**config.mk**
```make
export PLATFORM = sky130hd
export DESIGN_NAME = weighted_rank_pipe
export DESIGN_NICKNAME = d
export VERILOG_FILES = /design/src/rtl/weighted_rank_pipe.sv
export SDC_FILE = /design/constraint.sdc
export NUM_CORES = 1
export LEC_CHECK = 0
export ABC_AREA = 1
export BUFFER_PORTS_ARGS = -buffer_cell sky130_fd_sc_hd__buf_2
export CORE_MARGIN = 2
export CORE_UTILIZATION = 60
export DETAILED_ROUTE_END_ITERATION = 6
export PLACE_DENSITY = 0.87
export RECOVER_POWER = 100
export SYNTH_ARGS = -nofsm -noshare
export SYNTH_HDL_FRONTEND = slang
export SYNTH_SLANG_ARGS = --single-unit
```
**constraint.sdc**
```tcl
create_clock -name clk -period 3.4 [get_ports clk]
set_clock_uncertainty 0.2 [all_clocks]
set_input_delay 0.34 -clock clk [delete_from_list [all_inputs] [get_ports clk]]
set_output_delay 0.34 -clock clk [all_outputs]
set_load 0.01 [all_outputs]
```
**src/rtl/weighted_rank_pipe.sv**
```systemverilog
// Weighted population count: each set comparator bit contributes a programmable
// weight; the weights are summed through a fully registered binary adder tree with a global stall.
module weighted_rank_pipe #(
    parameter int N_IN     = 8,
    parameter int WEIGHT_W = 4,
    parameter int OUT_W    = WEIGHT_W + $clog2(N_IN + 1)
) (
    input  logic                      clk,
    input  logic                      rst_n,
    input  logic [N_IN-1:0]           in_bits,
    input  logic                      in_valid,
    output logic                      in_ready,
    input  logic                      cfg_we,
    input  logic [$clog2(N_IN)-1:0]   cfg_addr,
    input  logic [WEIGHT_W-1:0]       cfg_data,
    output logic [OUT_W-1:0]          out_sum,
    output logic                      out_valid,
    input  logic                      out_ready
);

    localparam int DEPTH = $clog2(N_IN);

    logic [WEIGHT_W-1:0] r_weight [N_IN];
    logic                w_stall;

    // Stage 0 reads r_weight before this edge's write lands, so a sample
    // accepted together with a weight write still sees the old weight.
    always_ff @(posedge clk) begin
        if (!rst_n) begin
            for (int i = 0; i < N_IN; i++) begin
                r_weight[i] <= WEIGHT_W'(1);
            end
        end else if (cfg_we && (int'(cfg_addr) < N_IN)) begin
            r_weight[cfg_addr] <= cfg_data;
        end
    end

    // Level gi holds ceil(N_IN / 2**gi) partial sums; adjacent pairs are
    // added and an unpaired last node is carried up unchanged.
    for (genvar gi = 0; gi <= DEPTH; gi++) begin : g_lvl
        localparam int CNT = (N_IN + (1 << gi) - 1) >> gi;

        logic [OUT_W-1:0] r_node      [CNT];
        logic [OUT_W-1:0] w_node_next [CNT];
        logic             r_vld;
        logic             w_vld_next;

        if (gi == 0) begin : g_leaf
            for (genvar gj = 0; gj < CNT; gj++) begin : g_node
                assign w_node_next[gj] = in_bits[gj] ? OUT_W'(r_weight[gj]) : '0;
            end
            assign w_vld_next = in_valid;
        end else begin : g_add
            localparam int PCNT = (N_IN + (1 << (gi - 1)) - 1) >> (gi - 1);
            for (genvar gj = 0; gj < CNT; gj++) begin : g_node
                if (2 * gj + 1 < PCNT) begin : g_sum
                    assign w_node_next[gj] = g_lvl[gi-1].r_node[2*gj] + g_lvl[gi-1].r_node[2*gj+1];
                end else begin : g_pass
                    assign w_node_next[gj] = g_lvl[gi-1].r_node[2*gj];
                end
            end
            assign w_vld_next = g_lvl[gi-1].r_vld;
        end

        always_ff @(posedge clk) begin
            if (!rst_n) begin
                r_vld <= 1'b0;
                for (int j = 0; j < CNT; j++) begin
                    r_node[j] <= '0;
                end
            end else if (!w_stall) begin
                r_vld <= w_vld_next;
                for (int j = 0; j < CNT; j++) begin
                    r_node[j] <= w_node_next[j];
                end
            end
        end
    end

    assign out_valid = g_lvl[DEPTH].r_vld;
    assign out_sum   = g_lvl[DEPTH].r_node[0];
    assign w_stall   = out_valid && !out_ready;
    assign in_ready  = !w_stall;

endmodule

```
==> out/qor.txt <==
Status: finished clean
Clk sink count: 107
Global-route wire length before repair: 13,900 um
Data required, critical path: 3.38 ns
Initial antenna violation count: 0
Mean routed wirelength per cell: 13.2 um
Maximum VDD drop: 0.000302 V
Crit Path Max Fanout: 24
Setup violations, final: 0
Logic pwr share: 8.4%
Initial core utilization: 61.8%
Library cells used by synthesis: 20
Worst Hold Class: input port to flip-flop
Clock Pin Slew Worst Setup and Hold Paths: 0.10 ns
Drc violations: 0
Internal power: 1.88 mW
Switching pwr: 612 uW
Num rows: 33
CTS tree: built
Detailed Place HPWL: 6080 um
Clk buf depth: 2
MaxCap Viol Count: 0
PortBufs: 28
Final period util: 75.2%
Cts repair resizes: 0
ANT cells: 0
Design area: 5470 um2
F_max: 391 MHz
Power per cell area: 456 nW/um2
WL final: 8160 um
Synthesis-stage register bit count: 107
Sw Ratio: 24.5%
Clk_lat worst skew: 0.36 ns
Total global routing overflow: 0
Largest net degree at the start of global routing: 33
Die footprint: 9160 um2
Final ANT Viol Nets: 0
Syn. warnings: 0
Dpl cell area: 5310 um2
CP Capture Type: flip-flop
Synth Instances: 470
CTS Buf Count: 9
Total Neg Setup Slack: 0 ns
Hold_buf cts: 1
Total GRT Usage: 20.2%
Crit path time final: 2.56 ns
Drt pass-1 iters: 4
Starting DRT DRC Count: 192
Syn nets: 529
Seq pwr share: 62.3%
Slew HR: 27.8%
Post-Syn Area per Cell: 10.7 um2
Setup Buffers After CTS: 0
Endpoints failing hold: 0
CP Data Arrival Time: 2.54 ns
Clock Root Buffer: clkbuf_8
Die Ht: 95.7 um
Clock power frac: 29.3%
# IOs: 30
Worst hold slack: 0.138 ns
Crit start category: input port
Post-DR vias/cell: 5.04
DR vias: 3,109
H-Tree Level Count: 3
Layout cells sized above 1: 6.84%
NumNets Final: 566
Type of the worst setup path: input port to flip-flop
Total Power: 2.49 mW
Measured slew at the worst slew-check pin: 1.08 ns
Vias in the first global route: 3,099
RSZ-0062 raised after global routing: no
Core footprint: 8180 um2
Area delta synth->final: 8.33%
GP Congestion: 0.784
Leak: 2.52 nW
Register area share after synthesis: 62.9%
Max-slew violation count: 0
Post-Syn Area: 5050 um2
DIE WIDTH: 95.7 um
power groups by stage:
stage	Sequential [mW]	Combinational, mW	Clock (mW)
2_1_floorplan	1.58	0.148	0
5_1_grt	1.56	0.245	0.784
3_3_place_gp	1.58	0.197	0
3_5_place_dp	1.59	0.211	0
4_1_cts	1.56	0.215	0.735
6_report	1.55	0.209	0.731
final cells by class:
cell class,count,area [um2]
Sequential cell,107,3170
Fill cell,611,2710
Multi-Input combinational cell,267,1490
Inverter,90,338
Timing Repair Buffer,32,156
Tap cell,105,131
Clock buffer,10,128
Clock inverter,6,57.6
stage by stage:
| stage | cells | utilization (%) | setup slack [ns] |
|---|---|---|---|
| after floorplan | 470 | - | 0.552 |
| after global placement | 600 | 64.9 | 1.32 |
| after detailed placement | 600 | 64.9 | 1.29 |
| after CTS | 617 | 67.3 | 1.38 |
| after global routing | 617 | 66.9 | 0.644 |
| final | 617 | 66.9 | 0.842 |
worst paths after layout:
check	startpoint	endpoint	depth (start not counted)	slack (ns)
setup / recovery	rst_n	g_lvl[1].r_node[3][3]$_SDFFCE_PP0P_	6	0.84
hold / removal	in_bits[0]	g_lvl[0].r_node[0][0]$_SDFFCE_PN0P_	3	0.14
setup reg to reg	out_valid$_SDFFE_PN0N_	g_lvl[0].r_node[1][3]$_SDFFCE_PN0P_	4	0.89
hold reg to reg	g_lvl[0].r_vld$_SDFFE_PN0N_	g_lvl[1].r_vld$_SDFFE_PN0N_	2	0.29
synthesized netlist by cell type:
library cell,number,area (um2)
and2_1,1,6.26
buf_2,2,10.0
nor3b_1,4,30.0
inv_1,88,330
nor2_1,105,394
nand3_1,16,80.1
ha_1,32,400
nor2_4,1,11.3
o21ai_0,4,20.0
edfxtp_1,103,3090
fa_1,7,140
o21ai_1,8,40.0
dfxtp_1,4,80.1
o22ai_1,2,12.5
a21oi_1,25,125
nand2_1,59,221
buf_4,4,30.0
inv_2,2,7.51
conb_1,1,3.75
nand2_2,2,12.5
routing by layer:
layer  share of wire [%]  routed length, um  global-route usage (%)  vias to the layer above
li1                    -                  -                       -                     1593
met1                  40               3290                    22.8                     1442
met2                  54               4440                    37.8                       64
met3                 3.7                303                    3.68                       10
met4                 1.5                119                    7.38                        0
met5                   0                  0                       0                        -
kinds of logic after synthesis:
kind of cell | after synthesis | share of synthesized area [%]
AO/OA/AOI/OAI | 39 | 3.92
adder cells (fa/ha/maj) | 39 | 10.7
buffers and inverters | 96 | 7.48
flip-flops | 107 | 62.9
other | 1 | 0.0743
AND/OR/NAND/NOR | 188 | 15.0
worst max-delay path: stages:
cell	delay, ns
clkbuf_1	0.51
clkinv_1	0.22
nor2_1	0.46
buf_4	0.32
inv_1	0.34
nor3b_1	0.33
registers in the layout, indices dropped and copies added (netlist names):
signal	count
r_weight	32
g_lvl.r_node	71
out_valid	1
g_lvl.r_vld	3
cells in the final DEF (no fill, tap or decap), drive strengths merged:
master       count
dfxtp            4
ha              32
nor3b            4
edfxtp         103
fa               7
conb             1
a21oi           25
o21ai           12
inv             93
nand2           61
o22ai            2
buf             20
nand3           16
and2             1
clkinv           3
clkbuf          21
nor2           106
dlygate4sd3      1
No activity file was read; power rests on OpenSTA's default activity.
